**src/rtl/pipe_issue_pkg.sv**
```systemverilog
// Shared definitions for the pipeline issue controller.
// Holds the operation field layout, the op_t record, the func code names,
// the count of legal func codes and the controller state enum.
package pipe_issue_pkg;

    // Operation word layout: {func, rs1, rs2, rd, addr}
    localparam int unsigned OP_W     = 24;
    localparam int unsigned FUNC_W   = 4;
    localparam int unsigned REG_W    = 4;
    localparam int unsigned ADDR_W   = 8;
    localparam int unsigned FUNC_LSB = 20;
    localparam int unsigned RS1_LSB  = 16;
    localparam int unsigned RS2_LSB  = 12;
    localparam int unsigned RD_LSB   = 8;
    localparam int unsigned ADDR_LSB = 0;

    // Func codes 0 .. NFUNC-1 are legal; anything above is rejected
    localparam int unsigned NFUNC = 12;

    typedef enum logic [FUNC_W-1:0] {
        FUNC_ADD = 4'd0,
        FUNC_SUB = 4'd1,
        FUNC_AND = 4'd2,
        FUNC_OR  = 4'd3,
        FUNC_XOR = 4'd4,
        FUNC_NOT = 4'd5,
        FUNC_LD  = 4'd6,
        FUNC_ST  = 4'd7,
        FUNC_MOV = 4'd8,
        FUNC_CMP = 4'd9,
        FUNC_SHR = 4'd10,
        FUNC_SHL = 4'd11
    } func_e;

    // func kept as raw bits so that illegal codes can be represented
    typedef struct packed {
        logic [FUNC_W-1:0] func;
        logic [REG_W-1:0]  rs1;
        logic [REG_W-1:0]  rs2;
        logic [REG_W-1:0]  rd;
        logic [ADDR_W-1:0] addr;
    } op_t;

    typedef enum logic [1:0] {
        StRun,
        StDrain,
        StDone
    } state_e;

    function automatic op_t unpack_op(input logic [OP_W-1:0] raw);
        op_t op;
        op.func = raw[FUNC_LSB +: FUNC_W];
        op.rs1  = raw[RS1_LSB +: REG_W];
        op.rs2  = raw[RS2_LSB +: REG_W];
        op.rd   = raw[RD_LSB +: REG_W];
        op.addr = raw[ADDR_LSB +: ADDR_W];
        return op;
    endfunction

    function automatic logic func_legal(input logic [FUNC_W-1:0] func,
                                        input int unsigned      nfunc);
        return 32'(func) < nfunc;
    endfunction

endpackage

```
**src/rtl/pipe_scoreboard.sv**
```systemverilog
// RAW hazard scoreboard for the issue controller.
// A HAZ_DEPTH-deep shift register of {valid, rd}, shifted every cycle. A push
// at cycle N makes the rd visible for cycles N+1 .. N+HAZ_DEPTH.
// Ports:
//   clk, rst  clock and asynchronous active-high reset
//   push      record push_rd as in flight this cycle
//   push_rd   destination register of the accepted op
//   rs1, rs2  source registers of the current issue candidate
//   hazard    either source matches a valid in-flight rd
//   empty     no valid entries remain
module pipe_scoreboard
    import pipe_issue_pkg::*;
#(
    parameter int unsigned HAZ_DEPTH = 3
) (
    input  logic             clk,
    input  logic             rst,
    input  logic             push,
    input  logic [REG_W-1:0] push_rd,
    input  logic [REG_W-1:0] rs1,
    input  logic [REG_W-1:0] rs2,
    output logic             hazard,
    output logic             empty
);

    logic [HAZ_DEPTH-1:0] v_q;
    logic [REG_W-1:0]     rd_q [HAZ_DEPTH];

    always_ff @(posedge clk or posedge rst) begin
        if (rst) begin
            v_q <= '0;
            for (int i = 0; i < int'(HAZ_DEPTH); i++) begin
                rd_q[i] <= '0;
            end
        end else begin
            for (int i = int'(HAZ_DEPTH) - 1; i > 0; i--) begin
                v_q[i]  <= v_q[i-1];
                rd_q[i] <= rd_q[i-1];
            end
            v_q[0]  <= push;
            rd_q[0] <= push_rd;
        end
    end

    // Both sources are compared regardless of func; a spurious stall on an
    // unused source is cheaper than decoding operand usage per func.
    always_comb begin
        hazard = 1'b0;
        for (int i = 0; i < int'(HAZ_DEPTH); i++) begin
            if (v_q[i] && ((rd_q[i] == rs1) || (rd_q[i] == rs2))) begin
                hazard = 1'b1;
            end
        end
    end

    assign empty = ~|v_q;

endmodule

```
**src/rtl/pipe_issue_ctrl.sv**
```systemverilog
// Issue controller for the 4-stage read/execute/writeback/store pipeline.
// Arbitrates round-robin between requesters A and B, holds back ops whose
// sources are still being written (no forwarding in the pipeline), issues at
// most one op per cycle, supports a drain handshake and keeps saturating
// issue/stall counters.
// Ports:
//   clk, rst                 clock and asynchronous active-high reset
//   a_valid/a_op/a_ready     requester A handshake (ready is combinational)
//   b_valid/b_op/b_ready     requester B handshake (ready is combinational)
//   drain                    stop accepting and wait for the window to empty
//   iss_valid, iss_*         registered issue port to the pipeline
//   drained                  one-cycle pulse when a drain completes
//   err_illegal              one-cycle pulse after an illegal func is accepted
//   issue_cnt, stall_cnt     saturating performance counters
module pipe_issue_ctrl #(
    parameter int unsigned HAZ_DEPTH = 3,
    parameter int unsigned NFUNC     = pipe_issue_pkg::NFUNC,
    parameter int unsigned CNT_W     = 16
) (
    input  logic             clk,
    input  logic             rst,
    input  logic             a_valid,
    input  logic [23:0]      a_op,
    output logic             a_ready,
    input  logic             b_valid,
    input  logic [23:0]      b_op,
    output logic             b_ready,
    input  logic             drain,
    output logic             iss_valid,
    output logic [3:0]       iss_func,
    output logic [3:0]       iss_rs1,
    output logic [3:0]       iss_rs2,
    output logic [3:0]       iss_rd,
    output logic [7:0]       iss_addr,
    output logic             drained,
    output logic             err_illegal,
    output logic [CNT_W-1:0] issue_cnt,
    output logic [CNT_W-1:0] stall_cnt
);

    import pipe_issue_pkg::*;

    localparam logic [CNT_W-1:0] CNT_ONE = {{(CNT_W-1){1'b0}}, 1'b1};

    state_e state_q, state_d;

    op_t  a_rec, b_rec, cand_op, iss_op_q;
    logic prio_b_q;
    logic cand_a, cand_b, cand_valid;
    logic sb_hazard, sb_empty;
    logic accept_ok, accept, legal, push, stall_evt;
    logic iss_valid_q, err_q, drained_q, drained_d;
    logic [CNT_W-1:0] issue_cnt_q, stall_cnt_q;

    assign a_rec = unpack_op(a_op);
    assign b_rec = unpack_op(b_op);

    // Candidate selection. prio_b_q is set after A is granted, so with both
    // valid the requester not granted last goes next. A blocked candidate is
    // not bypassed, which keeps the grant order fixed.
    always_comb begin
        cand_a     = a_valid && (!b_valid || !prio_b_q);
        cand_b     = b_valid && !cand_a;
        cand_valid = cand_a || cand_b;
        cand_op    = cand_b ? b_rec : a_rec;
    end

    pipe_scoreboard #(
        .HAZ_DEPTH (HAZ_DEPTH)
    ) u_scoreboard (
        .clk     (clk),
        .rst     (rst),
        .push    (push),
        .push_rd (cand_op.rd),
        .rs1     (cand_op.rs1),
        .rs2     (cand_op.rs2),
        .hazard  (sb_hazard),
        .empty   (sb_empty)
    );

    // rst gates readiness so every output reads 0 while reset is asserted
    always_comb begin
        accept_ok = !rst && (state_q == StRun) && !drain && cand_valid && !sb_hazard;
        a_ready   = accept_ok && cand_a;
        b_ready   = accept_ok && cand_b;
        accept    = a_ready || b_ready;
        legal     = func_legal(cand_op.func, NFUNC);
        push      = accept && legal;
        // A hazard stall counts even when drain blocks acceptance this cycle
        stall_evt = (state_q == StRun) && cand_valid && sb_hazard;
    end

    always_comb begin
        state_d   = state_q;
        drained_d = 1'b0;
        unique case (state_q)
            StRun: begin
                if (drain) begin
                    state_d = StDrain;
                end
            end
            StDrain: begin
                if (sb_empty) begin
                    state_d   = StDone;
                    drained_d = 1'b1;
                end
            end
            StDone: begin
                if (!drain) begin
                    state_d = StRun;
                end
            end
            default: state_d = StRun;
        endcase
    end

    always_ff @(posedge clk or posedge rst) begin
        if (rst) begin
            state_q     <= StRun;
            prio_b_q    <= 1'b0;
            iss_valid_q <= 1'b0;
            iss_op_q    <= '0;
            err_q       <= 1'b0;
            drained_q   <= 1'b0;
            issue_cnt_q <= '0;
            stall_cnt_q <= '0;
        end else begin
            state_q     <= state_d;
            drained_q   <= drained_d;
            iss_valid_q <= push;
            err_q       <= accept && !legal;
            if (accept) begin
                prio_b_q <= cand_a;
            end
            // Fields hold their last issued value while iss_valid is low
            if (push) begin
                iss_op_q <= cand_op;
            end
            if (push && !(&issue_cnt_q)) begin
                issue_cnt_q <= issue_cnt_q + CNT_ONE;
            end
            if (stall_evt && !(&stall_cnt_q)) begin
                stall_cnt_q <= stall_cnt_q + CNT_ONE;
            end
        end
    end

    assign iss_valid   = iss_valid_q;
    assign iss_func    = iss_op_q.func;
    assign iss_rs1     = iss_op_q.rs1;
    assign iss_rs2     = iss_op_q.rs2;
    assign iss_rd      = iss_op_q.rd;
    assign iss_addr    = iss_op_q.addr;
    assign drained     = drained_q;
    assign err_illegal = err_q;
    assign issue_cnt   = issue_cnt_q;
    assign stall_cnt   = stall_cnt_q;

endmodule
```
**config.mk**
```make
export PLATFORM = sky130hd
export DESIGN_NAME = pipe_issue_ctrl
export DESIGN_NICKNAME = d
export VERILOG_FILES = /design/src/rtl/pipe_issue_pkg.sv /design/src/rtl/pipe_scoreboard.sv /design/src/rtl/pipe_issue_ctrl.sv
export SDC_FILE = /design/constraint.sdc
export NUM_CORES = 1
export LEC_CHECK = 0
export BUFFER_PORTS_ARGS = -buffer_cell sky130_fd_sc_hd__buf_2
export CAP_MARGIN = 10
export CORE_AREA = 2 2 94 96
export DETAILED_ROUTE_END_ITERATION = 8
export DIE_AREA = 0 0 96 98
export PLACE_DENSITY_LB_ADDON = 0.2
export SLEW_MARGIN = 0
export SYNTH_ARGS = -nofsm -noshare
export SYNTH_HDL_FRONTEND = slang
export SYNTH_SLANG_ARGS = --single-unit
```
**constraint.sdc**
```tcl
create_clock -name clk -period 2.85 [get_ports clk]
set_input_delay 0.1425 -clock clk [delete_from_list [all_inputs] [get_ports clk]]
set_output_delay 0.1425 -clock clk [all_outputs]
set_load 0.005 [all_outputs]
```
# After elaboration in Yosys (flattened, before gate mapping)
# Cells that the tools add are included.
# totals
output_inout_bits	61
input_bits	53
elab_cells	77
regBits	77
# op_classes
mux	10
order_cmp	1
add_sub_neg	2
n_eq_ne	11
n_reduce_logical	37
# ops
operator	count
$add 16x1->16 const B	2
$reduce_and 16->1	2
$eq 4x4->1	6
$mux 24	1
$logic_and 1x1->1	17
$logic_not 1->1	9
$logic_or 1x1->1	6
$mux 2	3
$ne 2x2->1 const B	3
$pmux 2 s3	1
$mux 1	5
$lt 4x4->1 const B	1
$reduce_and 3->1	1
$reduce_or 3->1	1
$eq 2x1->1 const B	1
$eq 2x2->1 const B	1
$logic_not 2->1	1

# Longest topological paths before layout
# Gate-level depths: netlist of run 1.
# depth
word_depth	18
ltp_mapped	11
ltp_nobuf	8

# Modules after synthesis
# Synthesis of run 1 repeated with hierarchy kept, for this count alone.
# unflattened
hier_cells	311
hier_area_um2	3692.3
# by_module_without_submodules
module	cells_each	area_each_um2	instances
pipe_issue_ctrl	260	3040.4	1
pipe_scoreboard	51	651.9	1

# Least setup slack after synthesis of run 1
# Ideal clock, no wire load.
# synth_timing
kind	register to register
start	register prio_b_q
end	register stall_cnt_q[6], in the netlist stall_cnt[6]
slack_ns	0.413
arrival_ns	2.313
required_time_ns	2.725
stages_incl_launch_ff	10
path_buffers	1
cell_sequence	dfrtp_1 nand2b_1 and2_1 buf_6 or3_1 a31oi_1 a31oi_1 a211o_4 or3_4 xnor2_2
# synth_between
elab_chain_len	14
word_cells_on_any_way	25
# synth_lines
element	line	source
from (decl)	pipe_issue_ctrl.sv:48	logic prio_b_q;
from (signal assigned)	pipe_issue_ctrl.sv:133	prio_b_q <= cand_a;
$logic_not 1->1 (*)	pipe_issue_ctrl.sv:62	cand_a = a_valid && (!b_valid || !prio_b_q);
$logic_or 1x1->1 (*)	pipe_issue_ctrl.sv:62	
$logic_and 1x1->1 (*)	pipe_issue_ctrl.sv:62	
$logic_not 1->1	pipe_issue_ctrl.sv:63	cand_b = b_valid && !cand_a;
$logic_and 1x1->1	pipe_issue_ctrl.sv:63	
$mux 24	pipe_issue_ctrl.sv:65	cand_op = cand_b ? b_rec : a_rec;
$eq 4x4->1	pipe_scoreboard.sv:50	if (v_q[i] && ((rd_q[i] == rs1) || (rd_q[i] == rs2))) begin
$logic_or 1x1->1	pipe_scoreboard.sv:50	
$logic_and 1x1->1	pipe_scoreboard.sv:50	
$mux 1 (3 in a row)	pipe_scoreboard.sv:50	
$logic_and 1x1->1 (*)	pipe_issue_ctrl.sv:90	stall_evt = (state_q == StRun) && cand_valid && sb_hazard;
$logic_and 1x1->1 (*)	pipe_issue_ctrl.sv:142	if (stall_evt && !(&stall_cnt_q)) begin
to (signal assigned)	pipe_issue_ctrl.sv:143	stall_cnt_q <= stall_cnt_q + CNT_ONE;
to (decl)	pipe_issue_ctrl.sv:53	logic [CNT_W-1:0] issue_cnt_q, stall_cnt_q;
# Every way passes the cells marked *; elsewhere a longest branch is shown, timed or not.
# A chain may end at the register's enable or synchronous reset.

# Worst setup path in the final report of run 1
# Same ends and word-level chain as after synthesis.

==> reports/qor.yml, run 1 <==
floorplanning:
  rows: 34
  dieWidth_um: 96
  design.die.area_um2: 9410
  die_h_um: 98
  core_area_um2: 8470
  start_util_pct: 45.6
  io_pins: 114
timing:
  max_freq_ghz: 0.364
  finalSetupViolCount: 0
  period_share_pct: 96.5
  hold_ws_ns: 0.0179
  skew_ns: 0.00571
  finalMaxSlewViolations: 0
  hold_violations: 0
  fin_crit_ns: 2.75
  max-slew-margin-rel_pct: 52.3
  fin_ws_ns: 0.0999
  worstMarginPinSlew_ns: 0.715
place:
  hpwl_mm: 7.03
  globalplace.congestion: 0.872
  port_buffers: 113
  pre_cts_ws_ns: 0.100
critical_path:
  cp-start-kind: "flop"
  cp_max_fo: 16
  worstReg2RegStart: "prio_b_q"
  worstPathArrival_ns: 2.97
  end_kind: "flop"
  worst_ep_required_time_ns: 3.07
  reg2reg_to: "stall_cnt[6]"
  r2r_setup_slack_ns: 0.1
  r2r_cells: 8
  path_class: "flop to flop"
synthesis:
  synth.largest_area_cell: "dfrtp_1"
  synth_top_family_by_area: "simple AND/OR/NAND/NOR gates"
  syn_avg_cell_area_um2: 10.1
  ys_top_cells_by_count: "76 x dfrtp_1, 51 x nand2_1, 42 x xnor2_1, 37 x nor2_1, 24 x xor2_1"
  synthXorXnorAreaFrac_pct: 15.4
  synth_nets: 439
  async_flop_share_pct: 100
  synth_area_um2: 3860
  synth_edf_count: 0
  synth_compound_area_share_pct: 8.00
  syn-instance-count: 384
  synthTopCellsByArea: "dfrtp_1 49%, xnor2_1 9.5%, xor2_1 5.4%, nand2_1 5.0%, nor2_1 3.6%"
  yosysMostFrequentCell: "dfrtp_1"
  ys_ff_latch: 76
  synthAdderAreaFrac_pct: 0.648
  synthSimpleGateAreaFrac_pct: 19.5
  yosysUniqueCellTypes: 42
  synth-warning-count: 0
  ys.flop_type: "dfrtp_1"
  synth_top_area_share_pct: 49.2
  synth_mux_area_share_pct: 4.11
  ys_seq_area_share_pct: 49.2
job:
  maxCapViolCount: 0
detailed_routing:
  drc_errors: 0
  ant_nets: 0
  post_drt_via_cell_ratio: 5.23
  drtIter0Drc: 179
  routed-via-count: 3228
  firstDrtPassIters: 4
  wl_per_cell_um: 15.6
  wirelength_mm: 9.60
clock_network:
  htreeDepth: 3
  cts_tree: "built"
  cts_buffers: 9
  clockBufferDepth: 2
  clock-sinks: 76
  worstSkewPairLatency_ns: 0.34
  path_clk_slew_ns: 0.07
  clockRootBuffer: "clkbuf_8"
pwr:
  power_w: 0.00336
  power.leakage_nw: 2.41
  vdd_drop_max_mv: 0.376
  power-per-cell-area_nw_per_um2: 700
grt:
  grt_pass1_wl_mm: 15.0
  grt_usage_pct: 20.5
  grt_pass1_vias: 3030
  grt_max_degree: 45
  grt_antenna_before_repair: 0
  grt.overflow.total: 0
hold_path:
  hold_path_depth: 3
  min_from: "b_op[8]"
  hp-class: "primary input to flop"
  min_to: "u_scoreboard.rd_q[8]"
final_layout:
  area.growth.synth_to_final_pct: 24.4
  n_antenna_cell: 0
  fill_cells: 791
  drive_gt1_share_pct: 31.2
  nets: 559
outcome:
  outcome: "finished, final reports clean"
[area by class of cell]
class                   count  area (um^2)  area share (%)
multi-input cells         284         1880            39.1
clock buffers              12          165            3.44
well taps                 108          135            2.81
inverters                   8         30.0           0.625
clock inverters             4         22.5           0.469
repair buffers            125          671            14.0
flip-flops and latches     76         1900            39.6
[layer usage]
| layer | routed length, um | GRT usage [%] | vias up |
|---|---|---|---|
| met2 | 4450 | 30.9 | 96 |
| met1 | 4460 | 29.7 | 1552 |
| met5 | 0 | 0 | - |
| met3 | 569 | 4.24 | 11 |
| li1 | - | - | 1569 |
| met4 | 120 | 6.26 | 0 |
[cells by family (layout without fill, tap and decap cells)]
family,count (synthesis),count (layout)
compound gates,45,46
buf+inv,25,149
fa+ha+maj,2,2
mux,15,15
xor+xnor,67,67
flops,76,76
simple gates,154,154
[timing repair]
| action | in CTS | in global routing |
|---|---|---|
| hold endpoints to repair | 32 | 0 |
| hold buffers | 1 | 0 |
| setup endpoints to repair | 0 | 32 |
| resized for setup | 0 | 6 |
| buffers inserted | 0 | 0 |
[registers in the layout, summed over array words and instances, names as in the netlist, 2 cells and up]
name,flops
iss_addr,8
iss_func,4
iss_rd,4
iss_rs1,4
iss_rs2,4
issue_cnt,16
stall_cnt,16
state_q,2
u_scoreboard.rd_q,12
u_scoreboard.v_q,3
[worst max-delay path, stage by stage, from the launching register on]
cell      delay (ns)
dfrtp_1         0.41
nand2b_1        0.18
and2_2          0.27
or3_1           0.39
a31oi_2         0.26
a31oi_4         0.16
a211o_4         0.46
or3_4           0.37
xnor2_2         0.14
[placed cells by master (no fill, tap or decap), types with 7 or more instances in the layout]
master    netlist  final
buf_4           1     10
nand2_1        51     50
nor2_1         37     37
a21oi_1        13     13
mux2_2          7      7
clkbuf_8        0     12
buf_2           6    113
xor2_1         24     24
xnor2_1        42     42
nand4_1        14     14
mux2i_1         8      8
and3_1         13     12
inv_1           8      7
nand3_1        16     16
a31oi_1        16     14
dfrtp_1        76     76
[worst max-delay path by stage]
stage                   endpoint  depth (start not counted)  startpoint
finish              stall_cnt[6]                          8    prio_b_q
global route        stall_cnt[6]                          8    prio_b_q
CTS                  iss_addr[4]                          9    prio_b_q
detailed placement  issue_cnt[5]                          9    prio_b_q
global placement    issue_cnt[4]                          9    prio_b_q
floorplan           stall_cnt[6]                          9    prio_b_q
[report_power, final]
| group | internal [W] | switching (W) |
|---|---|---|
| registers | 0.00135 | 0.000231 |
| logic | 0.000504 | 0.000510 |
| clock network | 0.000383 | 0.000384 |
| total | 0.00224 | 0.00113 |
[through the flow]
| stage | area [um^2] | utilization [%] | instances | setup TNS [ns] |
|---|---|---|---|---|
| finish | 4800 | 56.8 | 617 | 0 |
| global route | 4800 | 56.8 | 617 | -0.00601 |
| CTS | 4770 | 56.3 | 616 | 0 |
| detailed placement | 4570 | 54.0 | 599 | 0 |
| global placement | 4570 | 54.0 | 599 | 0 |
| floorplan | 3860 | - | 384 | 0 |
Note: power is estimated with default switching activity, not from simulation.
==> run 2: changes to the inputs <==
--- a/config.mk
+++ b/config.mk
@@ -11,6 +11,7 @@
 export DETAILED_ROUTE_END_ITERATION = 8
 export DIE_AREA = 0 0 96 98
 export PLACE_DENSITY_LB_ADDON = 0.2
+export RECOVER_POWER = 25
 export SLEW_MARGIN = 0
 export SYNTH_ARGS = -nofsm -noshare
 export SYNTH_HDL_FRONTEND = slang
==> reports/qor.yml, run 2 (synthesized netlist as in run 1, its figures left out) <==
outcome:
  outcome: "finished, final reports clean"
floorplanning:
  dieWidth_um: 96  # unchanged
  start_util_pct: 45.6  # unchanged
  io_pins: 114  # unchanged
  core_area_um2: 8470  # unchanged
  design.die.area_um2: 9410  # unchanged
  die_h_um: 98  # unchanged
  rows: 34  # unchanged
critical_path:
  cp_max_fo: 16  # unchanged
  crit_family: "simple AND/OR/NAND/NOR gates"
  end_kind: "flop"
  cpPeakStageDelay_ns: 0.46  # about the same
  path_buf_inv: 0  # unchanged
  path_class: "flop to flop"
  crit_path_top_delay_cell: "a211o_4"
  worst_ep_required_time_ns: 3.07  # about the same
  cp-start-kind: "flop"
  crit_chain: "nand2b_1 -> and2_2 -> or3_1 -> a31oi_2 -> a31oi_4 -> a211o_4 -> or3_4 -> xnor2_2"
  worstPathArrival_ns: 2.97  # about the same
timing:
  hold_ws_ns: 0.0189  # +0.000986 ns
  finalMaxSlewViolations: 0  # unchanged
  worstMarginPinSlew_ns: 0.718  # +0.00252 ns
  finalSetupViolCount: 0  # unchanged
  fin_crit_ns: 2.75  # -0.000106 ns
  max_freq_ghz: 0.364  # about the same
  hold_violations: 0  # unchanged
  skew_ns: 0.00531  # -0.000392 ns
  period_share_pct: 96.5  # about the same
  max-slew-margin-rel_pct: 52.1  # -0.17 points
job:
  maxCapViolCount: 0  # unchanged
pwr:
  p_switching_w: 0.00113  # +0.65%
  vdd_drop_max_mv: 0.377  # +0.19%
  p_seq_share_pct: 47.4  # +0.3 points
  clkPwrFrac_pct: 22.9  # about the same
  power.leakage_nw: 2.36  # -2.0%
  internal_power_w: 0.00222  # -0.89%
  power-per-cell-area_nw_per_um2: 700  # about the same
  pwr-share-comb_pct: 29.7  # -0.4 points
  swShare_pct: 33.8  # +0.35 points
detailed_routing:
  wirelength_mm: 9.62  # +0.19%
  ant_nets: 0  # unchanged
  firstDrtPassIters: 4  # unchanged
  wl_per_cell_um: 15.6  # +0.19%
  drc_errors: 0  # unchanged
  routed-via-count: 3224  # -0.12%
  post_drt_via_cell_ratio: 5.23  # -0.12%
  drtIter0Drc: 173  # -3.4%
grt:
  grt_antenna_before_repair: 0  # unchanged
  grt-busiest-layer: "met2"
  grt.overflow.total: 0  # unchanged
  grt_max_degree: 45  # unchanged
  grt_usage_pct: 20.5  # unchanged
  use_met3_pct: 4.24  # unchanged
  use_met1_pct: 29.7  # unchanged
  grt_pass1_vias: 3030  # unchanged
  use_met2_pct: 30.9  # unchanged
  grt_pass1_wl_mm: 15.0  # unchanged
place:
  globalplace.congestion: 0.872  # unchanged
  hpwl_mm: 7.03  # unchanged
  dp_cells: 599  # unchanged
  port_buffers: 113  # unchanged
clock_network:
  clockRootBuffer: "clkbuf_8"
  clockBufferDepth: 2  # unchanged
  cts_buffers: 9  # unchanged
  clock-sinks: 76  # unchanged
  cts_tree: "built"
  htreeDepth: 3  # unchanged
  cts_setup_buffers: 0  # unchanged
  worstSkewPairLatency_ns: 0.34  # about the same
  path_clk_slew_ns: 0.08  # about the same
final_layout:
  final_common_cell: "buf_2"
  final_cell_mix: "98 x buf_2, 76 x dfrtp_1, 50 x nand2_1"
  n_antenna_cell: 0  # unchanged
  nets: 559  # unchanged
  finalNonFillerCells: 617  # unchanged
  drive_gt1_share_pct: 28.3  # -2.9 points
  area.growth.synth_to_final_pct: 23.9
  postLayoutCoreUtil_pct: 56.5  # -0.22 points
hold_path:
  hp-class: "primary input to flop"
run 2: cell types whose count changed in the layout (fill, tap and decap cells not counted):
cell | previous run | this run
buf_2 | 113 | 98
clkbuf_1 | 0 | 15
run 2: final cells by class:
cell class                 instances  area (um^2)
fill                             799         3680
sequential                        76         1900
multi-input combinational        284         1880
timing repair buffer             125          652
clock buffer                      12          165
tap                              108          135
inverter                           8         30.0
clock inverter                     4         22.5
run 2: worst register-to-register path, cell delays in order, from the launching register on:
cell	delay, ns
dfrtp_1	0.41
nand2b_1	0.18
and2_2	0.27
or3_1	0.39
a31oi_2	0.26
a31oi_4	0.16
a211o_4	0.46
or3_4	0.37
xnor2_2	0.14
run 2: worst paths after layout:
kind	startpoint	end	slack (ns)	cells after the start
worst max-delay path	prio_b_q	stall_cnt[6]	0.10	8
worst min-delay path	b_op[8]	u_scoreboard.rd_q[8]	0.02	3
worst max register to register	prio_b_q	stall_cnt[6]	0.10	8
worst min register to register	state_q[1]	state_q[0]	0.48	1
max in group asynchronous	rst	stall_cnt[6]	1.68	4
min in group asynchronous	rst	iss_func[3]	0.48	3
run 2: stage by stage:
stage	TNS, ns	power (W)	instance area [um^2]	worst slack (ns)
after CTS	0	0.00338	4770	0.0718
after detailed placement	0	0.00260	4570	0.100
final	0	0.00335	4790	0.100
after floorplan	0	0.00216	3860	0.413
after global routing	-0.00601	0.00359	4790	-0.00601
after global placement	0	0.00257	4570	0.190
run 2: metal layers:
layer  up-vias  routed length [um]
li1       1569                   -
met1      1562                4540
met2        82                4460
met3        11                 499
met4         0                 121
met5         -                   0
run 2: power by group through the flow:
| stage | logic, W | clock network [W] | registers [W] |
|---|---|---|---|
| 3_5_place_dp | 0.00100 | 0 | 0.00160 |
| 6_report | 0.000997 | 0.000767 | 0.00159 |
| 4_1_cts | 0.00101 | 0.000790 | 0.00158 |
| 3_3_place_gp | 0.000981 | 0 | 0.00159 |
| 5_1_grt | 0.00111 | 0.000847 | 0.00163 |
| 2_1_floorplan | 0.000580 | 0 | 0.00158 |
run 2: repair_timing:
| action | 4_1_cts | 5_1_grt |
|---|---|---|
| setup endpoints to repair | 0 | 32 |
| endpoints found under the hold margin | 32 | 0 |
| resized for setup | 0 | 6 |
| hold buffers | 1 | 0 |
